$ cat config.mk
export PLATFORM = sky130hd
export DESIGN_NAME = dmem_stride_agu_flat
export DESIGN_NICKNAME = d
export VERILOG_FILES = /design/src/rtl/dmem_stride_agu_if.sv /design/src/rtl/dmem_stride_agu.sv /design/src/flat_wrapper.sv
export SDC_FILE = /design/constraint.sdc
export NUM_CORES = 1
export LEC_CHECK = 0
export CAP_MARGIN = 20
export CORE_ASPECT_RATIO = 0.7
export CORE_MARGIN = 5
export CORE_UTILIZATION = 40
export CTS_CLUSTER_DIAMETER = 50
export CTS_CLUSTER_SIZE = 28
export DETAILED_ROUTE_END_ITERATION = 16
export GPL_TIMING_DRIVEN = 0
export PLACE_DENSITY = 0.66
export SYNTH_ARGS = -nofsm -noshare
export SYNTH_HDL_FRONTEND = slang
export SYNTH_SLANG_ARGS = --single-unit
$ cat constraint.sdc
create_clock -name clock -period 3.9 [get_ports clock]
set_input_delay 0.975 -clock clock [delete_from_list [all_inputs] [get_ports clock]]
set_output_delay 0.975 -clock clock [all_outputs]
set_load 0.01 [all_outputs]
$ cat src/rtl/dmem_stride_agu_if.sv
// Descriptor and element-address handshake bundle for the strided data-memory AGU.
interface dmem_stride_agu_if #(
   parameter int WIDTH_ADDR = 10
);
   logic                  I_Req;
   logic [WIDTH_ADDR-1:0] I_Len;
   logic [WIDTH_ADDR-1:0] I_Stride;
   logic [WIDTH_ADDR-1:0] I_Base;
   logic                  O_Ready;
   logic                  O_Valid;
   logic [WIDTH_ADDR-1:0] O_Addr;
   logic                  I_Grant;
   logic                  O_Last;
   logic                  O_Done;
   logic                  O_Wrap;

   modport master (
      output I_Req, I_Len, I_Stride, I_Base, I_Grant,
      input  O_Ready, O_Valid, O_Addr, O_Last, O_Done, O_Wrap
   );

   modport slave (
      input  I_Req, I_Len, I_Stride, I_Base, I_Grant,
      output O_Ready, O_Valid, O_Addr, O_Last, O_Done, O_Wrap
   );
endinterface

$ cat src/rtl/dmem_stride_agu.sv
// Strided data-memory address generator: one element address per grant.
// Define DMEM_AGU_WRAP_CHECK_EN to build the sticky O_Wrap carry detector.
module dmem_stride_agu #(
   parameter int WIDTH_ADDR = 10
) (
   input logic              clock,
   input logic              reset,
   dmem_stride_agu_if.slave bus
);
   typedef enum logic [1:0] {
      IDLE,
      RUN,
      DONE
   } state_e;

   localparam logic [WIDTH_ADDR-1:0] ONE = WIDTH_ADDR'(1);

   state_e                state_q, state_d;
   logic [WIDTH_ADDR-1:0] addr_q, addr_d;
   logic [WIDTH_ADDR-1:0] rem_q, rem_d;
   logic [WIDTH_ADDR-1:0] stride_q, stride_d;
   logic                  accept;
   logic                  step;
   logic                  valid;

   assign accept = bus.I_Req && (state_q == IDLE);
   assign step   = bus.I_Grant && (state_q == RUN) && (rem_q > ONE);
   assign valid  = (state_q == RUN);

`ifdef DMEM_AGU_WRAP_CHECK_EN
   logic [WIDTH_ADDR:0] sum;
   logic                wrap_q, wrap_d;

   assign sum = {1'b0, addr_q} + {1'b0, stride_q};

   always_comb begin
      wrap_d = wrap_q;
      if (accept) begin
         wrap_d = 1'b0;
      end else if (step && sum[WIDTH_ADDR]) begin
         wrap_d = 1'b1;
      end
   end

   always_ff @(posedge clock or negedge reset) begin
      if (!reset) begin
         wrap_q <= 1'b0;
      end else begin
         wrap_q <= wrap_d;
      end
   end

   assign bus.O_Wrap = wrap_q;
`else
   logic [WIDTH_ADDR-1:0] sum;

   assign sum        = addr_q + stride_q;
   assign bus.O_Wrap = 1'b0;
`endif

   always_comb begin
      state_d  = state_q;
      addr_d   = addr_q;
      rem_d    = rem_q;
      stride_d = stride_q;
      unique case (state_q)
         IDLE: begin
            if (accept) begin
               addr_d   = bus.I_Base;
               stride_d = bus.I_Stride;
               rem_d    = bus.I_Len;
               state_d  = (bus.I_Len != '0) ? RUN : DONE;
            end
         end
         RUN: begin
            if (bus.I_Grant) begin
               if (rem_q > ONE) begin
                  addr_d = sum[WIDTH_ADDR-1:0];
                  rem_d  = rem_q - ONE;
               end else begin
                  state_d = DONE;
               end
            end
         end
         DONE: begin
            state_d = IDLE;
         end
         default: begin
            state_d = IDLE;
         end
      endcase
   end

   always_ff @(posedge clock or negedge reset) begin
      if (!reset) begin
         state_q  <= IDLE;
         addr_q   <= '0;
         rem_q    <= '0;
         stride_q <= '0;
      end else begin
         state_q  <= state_d;
         addr_q   <= addr_d;
         rem_q    <= rem_d;
         stride_q <= stride_d;
      end
   end

   // Outputs decode straight from state so reset clears them without a clock.
   assign bus.O_Ready = (state_q == IDLE);
   assign bus.O_Valid = valid;
   assign bus.O_Addr  = valid ? addr_q : '0;
   assign bus.O_Last  = valid && (rem_q == ONE);
   assign bus.O_Done  = (state_q == DONE);
endmodule

$ cat src/flat_wrapper.sv
// flat-port wrapper written by rule: the top's interface ports become plain ports
module dmem_stride_agu_flat 
#(
   parameter int WIDTH_ADDR = 10
)
  (clock, reset, bus_I_Req, bus_I_Len, bus_I_Stride, bus_I_Base, bus_I_Grant, bus_O_Ready, bus_O_Valid, bus_O_Addr, bus_O_Last, bus_O_Done, bus_O_Wrap);
  dmem_stride_agu_if #(.WIDTH_ADDR(WIDTH_ADDR)) bus_i ();
  input logic clock;
  input logic reset;
  input wire logic [$bits(bus_i.I_Req)-1:0] bus_I_Req;
  input wire logic [$bits(bus_i.I_Len)-1:0] bus_I_Len;
  input wire logic [$bits(bus_i.I_Stride)-1:0] bus_I_Stride;
  input wire logic [$bits(bus_i.I_Base)-1:0] bus_I_Base;
  input wire logic [$bits(bus_i.I_Grant)-1:0] bus_I_Grant;
  output wire logic [$bits(bus_i.O_Ready)-1:0] bus_O_Ready;
  output wire logic [$bits(bus_i.O_Valid)-1:0] bus_O_Valid;
  output wire logic [$bits(bus_i.O_Addr)-1:0] bus_O_Addr;
  output wire logic [$bits(bus_i.O_Last)-1:0] bus_O_Last;
  output wire logic [$bits(bus_i.O_Done)-1:0] bus_O_Done;
  output wire logic [$bits(bus_i.O_Wrap)-1:0] bus_O_Wrap;
  assign bus_i.I_Req = bus_I_Req;
  assign bus_i.I_Len = bus_I_Len;
  assign bus_i.I_Stride = bus_I_Stride;
  assign bus_i.I_Base = bus_I_Base;
  assign bus_i.I_Grant = bus_I_Grant;
  assign bus_O_Ready = bus_i.O_Ready;
  assign bus_O_Valid = bus_i.O_Valid;
  assign bus_O_Addr = bus_i.O_Addr;
  assign bus_O_Last = bus_i.O_Last;
  assign bus_O_Done = bus_i.O_Done;
  assign bus_O_Wrap = bus_i.O_Wrap;
  dmem_stride_agu #(.WIDTH_ADDR(WIDTH_ADDR)) u_core (.clock(clock), .reset(reset), .bus(bus_i));
endmodule
Yosys cells after proc, flatten, opt, wreduce, memory -nomap -nowiden. Index checks and enable logic that the tools add are counted.

Equal/unequal tests: 7. Add/subtract/negate cells: 2. Magnitude comparators: 1. Reduce and logical (&&, ||, !) cells: 8. Multiplexer cells: 14.

Operators with widths (number): $mux W10 (7); $pmux W10 S2 (2); $add A10 B10 Y10 (1); $eq A10 B1 Y1 const B (1); $gt A10 B1 Y1 const B (1); $reduce_bool A10 Y1 (1); $sub A10 B1 Y10 const B (1); $mux W2 (4); $ne A2 B2 Y1 const B (3); $pmux W2 S2 (1); $reduce_and A4 Y1 (1); $reduce_and A3 Y1 (1); $eq A2 B1 Y1 const B (1); $eq A2 B2 Y1 const B (1); $logic_and A1 B1 Y1 (2); $logic_not A2 Y1 (1); $ne A2 B1 Y1 const B (1); $reduce_and A2 Y1 (1); $reduce_bool A2 Y1 (1).

Output and inout port bits: 15. Flip-flop bits (word level): 32. Word-level logic and storage cells: 36.

Longest topological paths before layout. Gate-level depths: netlist of run 1.

Depth in word-level cells: 4. Gate-level depth with buffers: 9. Depth with buffers taken out: 7.

Worst setup path before layout of run 1. OpenSTA, ideal clock, no wires.

Path kind: register to output. From: register u_core.state_q[0]. To: output port bus_O_Last. Cell stages (with the launch flop): 7. Required time: 2925 ps. Slack: 1357 ps. Data arrival time: 1568 ps. Cell sequence: dfrtp_1 or2b_1 inv_1 clkbuf_1 buf_6 nand2_1 nor4_1.

Longest elaborated chain between the ends: 2.

Ends and longest elaborated chain: start: declaration (RTL line dmem_stride_agu.sv:18) `state_e state_q, state_d;`; start signal: assignment (RTL line dmem_stride_agu.sv:101) `state_q <= state_d;`; $eq A2 B1 Y1; $logic_and A1 B1 Y1 (RTL line dmem_stride_agu.sv:112) `assign bus.O_Last = valid && (rem_q == ONE);`; end: declaration (RTL line flat_wrapper.sv:18) `output wire logic [$bits(bus_i.O_Last)-1:0] bus_O_Last;`.

Every way passes these cells.

Worst setup path in the final report of run 1. Ends and elaborated chain as after synthesis.

==> results of run 1 <==
placed cells by master (no fill, tap or decap), types with 2 or more instances in the layout:
cell                              synthesis  final
sky130_fd_sc_hd__xor2_1                   2      2
sky130_fd_sc_hd__inv_1                    5      5
sky130_fd_sc_hd__clkbuf_8                 0      5
sky130_fd_sc_hd__mux2i_1                  3      3
sky130_fd_sc_hd__o21bai_1                 2      2
sky130_fd_sc_hd__o2bb2ai_1                2      2
sky130_fd_sc_hd__o22ai_1                  2      2
sky130_fd_sc_hd__a21oi_1                 19     19
sky130_fd_sc_hd__clkbuf_1                 8      9
sky130_fd_sc_hd__a22o_1                   2      2
sky130_fd_sc_hd__o21ai_0                 24     24
sky130_fd_sc_hd__dfrtp_1                 32     32
sky130_fd_sc_hd__nor2b_1                  2      2
sky130_fd_sc_hd__mux2_2                  10     10
sky130_fd_sc_hd__nor3_1                   5      5
sky130_fd_sc_hd__a21o_1                   2      2
sky130_fd_sc_hd__nand2_1                 19     19
sky130_fd_sc_hd__nand3_1                  3      3
sky130_fd_sc_hd__a2111oi_0                2      2
sky130_fd_sc_hd__nor4_1                   5      5
sky130_fd_sc_hd__and3_1                   4      4
sky130_fd_sc_hd__clkdlybuf4s50_1          0     46
sky130_fd_sc_hd__or3_1                    2      2
sky130_fd_sc_hd__ha_1                    11     11
sky130_fd_sc_hd__buf_2                    4      5
sky130_fd_sc_hd__nor2_1                  16     16
sky130_fd_sc_hd__a211oi_1                 3      3
sky130_fd_sc_hd__nand2b_1                 7      7
sky130_fd_sc_hd__o211ai_1                 4      4
sky130_fd_sc_hd__and2_1                  11     11
sky130_fd_sc_hd__a31oi_1                  5      5
sky130_fd_sc_hd__a211o_1                  3      3
worst max-delay path, delay by kind of cell (launching register included):
family,cells,cell delay (ps)
flops,1,440
simple gates,3,600
buf+inv,4,1260
stage by stage:
step | utilization (%) | hold slack, ps | instances
4_1_cts | 53.4 | 508 | 365
5_1_grt | 53.4 | 546 | 365
3_5_place_dp | 51.9 | 492 | 358
2_1_floorplan | - | 464 | 239
3_3_place_gp | 52.0 | 489 | 358
6_report | 53.4 | 510 | 365
state kept, by name, indices dropped and copies added, names as in the netlist:
register / count
u_core.state_q: 2
u_core.stride_q: 10
u_core.addr_q: 10
u_core.rem_q: 10
power groups by stage:
stage / registers, mW / clock network, mW / logic [mW]
finish: 0.652 / 0.248 / 1.63
global route: 0.680 / 0.268 / 1.83
CTS: 0.650 / 0.253 / 1.63
detailed placement: 0.657 / 0 / 1.61
global placement: 0.652 / 0 / 1.58
floorplan: 0.608 / 0 / 1.16
metal layers:
layer,share of wire (%),up-vias
li1,-,980
met1,52,946
met2,40,66
met3,7.1,7
met4,1.2,0
met5,0,-
path summary, 6_finish.rpt:
| path | cells past startpoint | endpoint | slack, ps |
|---|---|---|---|
| max in group asynchronous | 1 | u_core.stride_q[8]$_DFFE_PN0P_ | 2640 |
| setup reg to reg | 6 | u_core.addr_q[9]$_DFFE_PN0P_ | 1260 |
| hold reg to reg | 1 | u_core.rem_q[8]$_DFFE_PN0P_ | 510 |
| hold / removal | 1 | u_core.rem_q[8]$_DFFE_PN0P_ | 510 |
| min in group asynchronous | 1 | u_core.stride_q[2]$_DFFE_PN0P_ | 750 |
| setup / recovery | 7 | bus_O_Last | 340 |
area by class of cell:
class | instances | area share [%]
tap | 72 | 3.23
clock inverter | 1 | 0.179
multi-input combinational | 188 | 45.5
buffer | 14 | 2.46
inverter | 5 | 0.672
sequential | 32 | 28.7
timing repair buffer | 47 | 16.7
clock buffer | 6 | 2.60
cells by family after synthesis:
logic type | Yosys count
simple gates | 83
compound gates | 76
flops | 32
buf+inv | 19
mux | 13
fa+ha+maj | 12
xor+xnor | 3
other cells | 1
==> impl_metrics.csv, run 1 <==
group,metric,value,unit
synthesis,multiplexer_area_fraction_after_synthesis,6.60,%
detailed_routing,dr_total_vias,1999,
worst_setup_path,cell_breakdown_of_the_critical_path,"or2b_1, inv_1, clkbuf_1, buf_6, nand2_1, nor4_1, clkdlybuf4s50_1",
global_route,globalRouteMet2Util,23.6,%
layout,number_of_diodes_added_for_antenna_fixing,0,
worst_setup_path,worstSetupStartpointType,"flop",
sta,unrepaired_setup_endpoints_after_global_routing,"no",
pwr,total_leakage_power,1.16,nW
worst_setup_path,crit_arrival,2580,ps
status,outcome,"completed",
synthesis,synthTopCellsByArea,"sky130_fd_sc_hd__dfrtp_1 (37%), sky130_fd_sc_hd__ha_1 (6.4%), sky130_fd_sc_hd__o21ai_0 (5.6%)",
synthesis,syn_avg_cell_area,9.04,um2
worst_setup_path,critPathMaxStageDelay,600,ps
detailed_routing,drt-wirelength-per-cell,16.2,um
clock_tree,tritoncts,"done",
global_route,grt_overflow_total,0,
sta,count_of_final_max_slew_check_failures,0,
place,routabilityCongestion,0.842,
synthesis,postSynthNetCount,285,
synthesis,yosys.area.top_type,"sky130_fd_sc_hd__dfrtp_1",
sta,timing.final.hold_violations,0,
layout,filler_cell_count,500,
layout,fin_area,0.00279,mm2
sta,fmax,281,MHz
worst_setup_path,timing.critical_path.fanout_max,10,
pwr,design_power_total,2.53,mW
global_route,first_global_vias,1899,
synthesis,top_cell_type_s_share_of_synthesized_area,37.1,%
synthesis,number_of_synthesized_flops_with_an_enable_pin,0,
worst_setup_path,critical_path_required,2920,ps
global_route,grt_pass1_wl,9920,um
synthesis,synthSimpleGateAreaFrac,20.8,%
synthesis,synth_flop_cell,"sky130_fd_sc_hd__dfrtp_1",
die,dieHeight,71.5,um
global_route,pin_count_of_the_biggest_net_entering_global_routing,33,
synthesis,synth_seq_area_share,37.1,%
synthesis,yosysMostFrequentCell,"sky130_fd_sc_hd__dfrtp_1",
pwr,power.ir.vdd_worst,0.364,mV
pwr,power.share.clock,9.8,%
detailed_routing,totalWireLength,5900,um
worst_setup_path,critical_path.reg2reg.startpoint,"u_core.stride_q[6]$_DFFE_PN0P_",
worst_setup_path,critical_path.endpoint_type,"output pin",
synthesis,synth_area_in_compound_gates,22.8,%
sta,worst_pin_slew,766,ps
synthesis,synthArstFlopShare,100,%
pwr,switching_share,45.4,%
die,num_io_pins,49,
place,post-place-ws,665,ps
synthesis,synth.lib_cells_used.distinct,50,
global_route,gr-usage-met1,27.2,%
global_route,grtUsageTotal,17.8,%
place,detailedPlacementHpwl,4380,um
worst_setup_path,timing.critical_path.slowest_stage_cell,"sky130_fd_sc_hd__clkdlybuf4s50_1",
synthesis,netlist_top_cells_count,"sky130_fd_sc_hd__dfrtp_1 (32), sky130_fd_sc_hd__o21ai_0 (24), sky130_fd_sc_hd__a21oi_1 (19), sky130_fd_sc_hd__nand2_1 (19), sky130_fd_sc_hd__nor2_1 (16)",
layout,sequential_cell_area,801,um2
die,rows,22,
clock_tree,cts_setup_buffers,0,
sta,final-setup-viol-count,0,
sta,tns,0,ps
detailed_routing,drc_errors,0,
worst_setup_path,criticalPathCategory,"reg -> out",
worst_setup_path,cp-startpoint,"u_core.state_q[0]$_DFFE_PN0P_",
clock_tree,hold_bufs_at_cts,0,
synthesis,post_synth_fa_ha_maj_area_fraction,7.30,%
hold_path,timing.hold.worst.class,"reg -> reg",
synthesis,synth_top_family_by_area,"compound AO/OA/AOI/OAI gates",
place,numPortBuffers,47,
synthesis,yosys_register_bits,32,
layout,design.final.nets,339,
die,floorplan.die.width,97.8,um
clock_tree,clk_root_buffer_cell,"sky130_fd_sc_hd__clkbuf_8",
clock_tree,clk_latency,290,ps
pwr,p_int,1.38,mW
synthesis,synth_xor_area_share,1.22,%
layout,syn_to_final_growth,29.3,%
sta,fin_skew,11.4,ps
pwr,p_seq_share,25.8,%
clock_tree,postCtsResizedCells,0,
detailed_routing,first_iter_violations,139,
synthesis,synthesis.instances,239,
detailed_routing,ant_nets,0,
layout,multi_input_logic_area,0.00127,mm2
detailed_routing,drt-vias-per-instance,5.48,
global_route,global_route.peak_usage_layer,"met1",
clock_tree,numCtsBuffers,5,
global_route,grt_antenna_before_repair,0,
clock_tree,clock_tree.htree_level_count,2,
synthesis,synth_area,0.00216,mm2
die,floorplan.initialDensity,41.3,%
job,drv.max_cap_violation_count,0,
sta,max_slew_margin,48.9,%
clock_tree,cts_max_path_buffers,2,
synthesis,synth_warnings,0,
layout,drive_above_1_share,10.6,%
hold_path,hold_start,"u_core.rem_q[8]$_DFFE_PN0P_",
sta,final_period_minus_worst_setup_slack,3560,ps
pwr,power_switching,1.15,mW
sta,final.setup.worst_slack,344,ps
die,core,0.00523,mm2
detailed_routing,dr.pass1.iters,4,
sta,fin_crit_sh,91.2,%
global_route,globalRouteMet3Util,5.06,%
clock_tree,worst_setup_hold_path_clk_slew,70,ps
clock_tree,clock_sinks,32,
die,die_area,0.00699,mm2
pwr,power_density,904,mW/mm2
pwr,combinationalPowerShare,64.4,%
place,place_area,0.00272,mm2
Power figures use the tool's default switching activity.
==> run 2: changes to the inputs <==
CTS_BUF_LIST = sky130_fd_sc_hd__clkbuf_8   (was not set)
TNS_END_PERCENT = 50   (was not set)
==> run 2 against run 1 <==
Global-route usage did not move. Critical path type unchanged. Critical endpoint unchanged. Non-clock buffer count did not move. Cell area did not move. Maximum frequency barely moved. Clock skew fell by 2.5 ps. Sequential share of layout area did not move. Highest routed layer unchanged. Register-to-register slack barely moved.
==> impl_metrics.csv, run 2 (synthesis results as in run 1) <==
group,metric,value,unit
detailed_routing,dr_total_vias,1996,
detailed_routing,dr.pass1.iters,4,
place,place_area,0.00272,mm2
hold_path,hold_path_depth,1,
die,rows,22,
sta,tns,0,ps
clock_tree,hold_bufs_at_cts,0,
worst_setup_path,critical_path.reg2reg.startpoint,"u_core.stride_q[6]$_DFFE_PN0P_",
detailed_routing,ant_nets,0,
place,detailedPlacementHpwl,4380,um
detailed_routing,drt-wirelength-per-cell,16.1,um
global_route,grt_overflow_total,0,
layout,post-route-util,53.4,%
layout,number_of_diodes_added_for_antenna_fixing,0,
detailed_routing,first_iter_violations,139,
clock_tree,cts_max_path_buffers,2,
pwr,total_leakage_power,1.16,nW
die,die_area,0.00699,mm2
worst_setup_path,criticalPathCategory,"reg -> out",
die,dieHeight,71.5,um
layout,design.final.nets,339,
layout,fin_area,0.00279,mm2
layout,layout.cells.most_common_list,"sky130_fd_sc_hd__clkdlybuf4s50_1 (46), sky130_fd_sc_hd__dfrtp_1 (32), sky130_fd_sc_hd__o21ai_0 (24)",
global_route,grtUsageTotal,17.8,%
die,num_io_pins,49,
detailed_routing,totalWireLength,5890,um
sta,fmax,281,MHz
die,core,0.00523,mm2
worst_setup_path,timing.reg2reg.worst_path_depth,6,
status,outcome,"completed",
die,floorplan.die.width,97.8,um
clock_tree,postCtsResizedCells,0,
layout,sequential_cell_area,801,um2
clock_tree,worst_setup_hold_path_clk_slew,70,ps
worst_setup_path,critical_path_required,2920,ps
pwr,power_density,903,mW/mm2
sta,fin_skew,8.87,ps
worst_setup_path,worstSetupStartpointType,"flop",
worst_setup_path,critical_path.endpoint,"bus_O_Last",
pwr,design_power_total,2.52,mW
layout,drive_above_1_share,10.6,%
worst_setup_path,regToRegSetupSlack,1260,ps
layout,syn_to_final_growth,29.3,%
sta,unrepaired_setup_endpoints_after_global_routing,"no",
sta,count_of_final_max_slew_check_failures,0,
place,routabilityCongestion,0.842,
global_route,grt_antenna_before_repair,0,
worst_setup_path,timing.critical_path.slowest_stage_cell,"sky130_fd_sc_hd__clkdlybuf4s50_1",
sta,timing.final.hold_violations,0,
layout,final_common_cell,"sky130_fd_sc_hd__clkdlybuf4s50_1",
clock_tree,cts_setup_buffers,0,
clock_tree,numCtsBuffers,5,
place,numPortBuffers,47,
layout,multi_input_logic_area,0.00127,mm2
job,drv.max_cap_violation_count,0,
clock_tree,clock_sinks,32,
worst_setup_path,timing.critical_path.fanout_max,10,
sta,fin_crit_sh,91.2,%
global_route,first_global_vias,1899,
layout,top_regs,"u_core.addr_q (10), u_core.rem_q (10), u_core.stride_q (10)",
sta,timing.hold.ws,510,ps
hold_path,timing.hold.worst.class,"reg -> reg",
layout,filler_cell_count,500,
sta,max_slew_margin,48.9,%
clock_tree,clk_root_buffer_cell,"sky130_fd_sc_hd__clkbuf_8",
clock_tree,tritoncts,"done",
sta,final_period_minus_worst_setup_slack,3560,ps
global_route,grt_pass1_wl,9920,um
clock_tree,clock_tree.htree_level_count,2,
clock_tree,clk_latency,290,ps
worst_setup_path,worst_r2r_endpoint,"u_core.addr_q[9]$_DFFE_PN0P_",
worst_setup_path,crit_arrival,2580,ps
detailed_routing,drt-vias-per-instance,5.47,
pwr,power.ir.vdd_worst,0.364,mV
worst_setup_path,critPathMaxStageDelay,600,ps
worst_setup_path,cell_breakdown_of_the_critical_path,"or2b_1, inv_1, clkbuf_1, buf_6, nand2_1, nor4_1, clkdlybuf4s50_1",
detailed_routing,drc_errors,0,
global_route,pin_count_of_the_biggest_net_entering_global_routing,33,
sta,worst_pin_slew,766,ps
die,floorplan.initialDensity,41.3,%
worst_setup_path,critical_path.endpoint_type,"output pin",
worst_setup_path,cp-startpoint,"u_core.state_q[0]$_DFFE_PN0P_",
sta,final-setup-viol-count,0,
==> run 2: cell types whose count changed in the layout (fill, tap and decap cells not counted) <==
cell,change
sky130_fd_sc_hd__inv_1,+1
sky130_fd_sc_hd__clkbuf_1,-1
==> run 2: through the flow <==
stage | std cells | worst slack (ps)
2_1_floorplan | 239 | 1360
3_3_place_gp | 358 | 646
3_5_place_dp | 358 | 665
4_1_cts | 365 | 335
5_1_grt | 365 | 205
6_report | 365 | 344
==> run 2: area by class of cell <==
class	instances	share of cell area (%)
repair buffers	47	16.7
plain buffers	14	2.46
clock buffers	5	2.46
flip-flops and latches	32	28.7
clock inverters	2	0.314
inverters	5	0.672
multi-input cells	188	45.5
well taps	72	3.23
==> run 2: report_power, final <==
| part | total, mW | leakage (nW) | internal [mW] | switching [mW] |
|---|---|---|---|---|
| clock | 0.244 | 0.0452 | 0.119 | 0.125 |
| sequential | 0.652 | 0.377 | 0.502 | 0.151 |
| combinational | 1.63 | 0.741 | 0.755 | 0.871 |
==> run 2: per-layer routing <==
metal,up-vias,track usage (%),share of wire [%]
met4,0,5.84,1.2
li1,980,-,-
met3,7,5.06,6.9
met5,-,0,0
met2,64,23.6,40
met1,945,27.2,52
==> run 2: worst min-delay path by stage <==
stage / start / to / slack [ps]
2_1_floorplan: u_core.rem_q[8]$_DFFE_PN0P_ / u_core.rem_q[8]$_DFFE_PN0P_ / 460
3_3_place_gp: u_core.rem_q[8]$_DFFE_PN0P_ / u_core.rem_q[8]$_DFFE_PN0P_ / 490
3_5_place_dp: u_core.rem_q[8]$_DFFE_PN0P_ / u_core.rem_q[8]$_DFFE_PN0P_ / 490
4_1_cts: u_core.rem_q[8]$_DFFE_PN0P_ / u_core.rem_q[8]$_DFFE_PN0P_ / 510
5_1_grt: u_core.rem_q[8]$_DFFE_PN0P_ / u_core.rem_q[8]$_DFFE_PN0P_ / 550
6_report: u_core.rem_q[8]$_DFFE_PN0P_ / u_core.rem_q[8]$_DFFE_PN0P_ / 510
==> run 2: worst max-delay path, delay by kind of cell (launching register included) <==
kind	cells	cell delay (ps)
buffers and inverters	4	1260
and+or+nand+nor	3	600
DFF	1	440
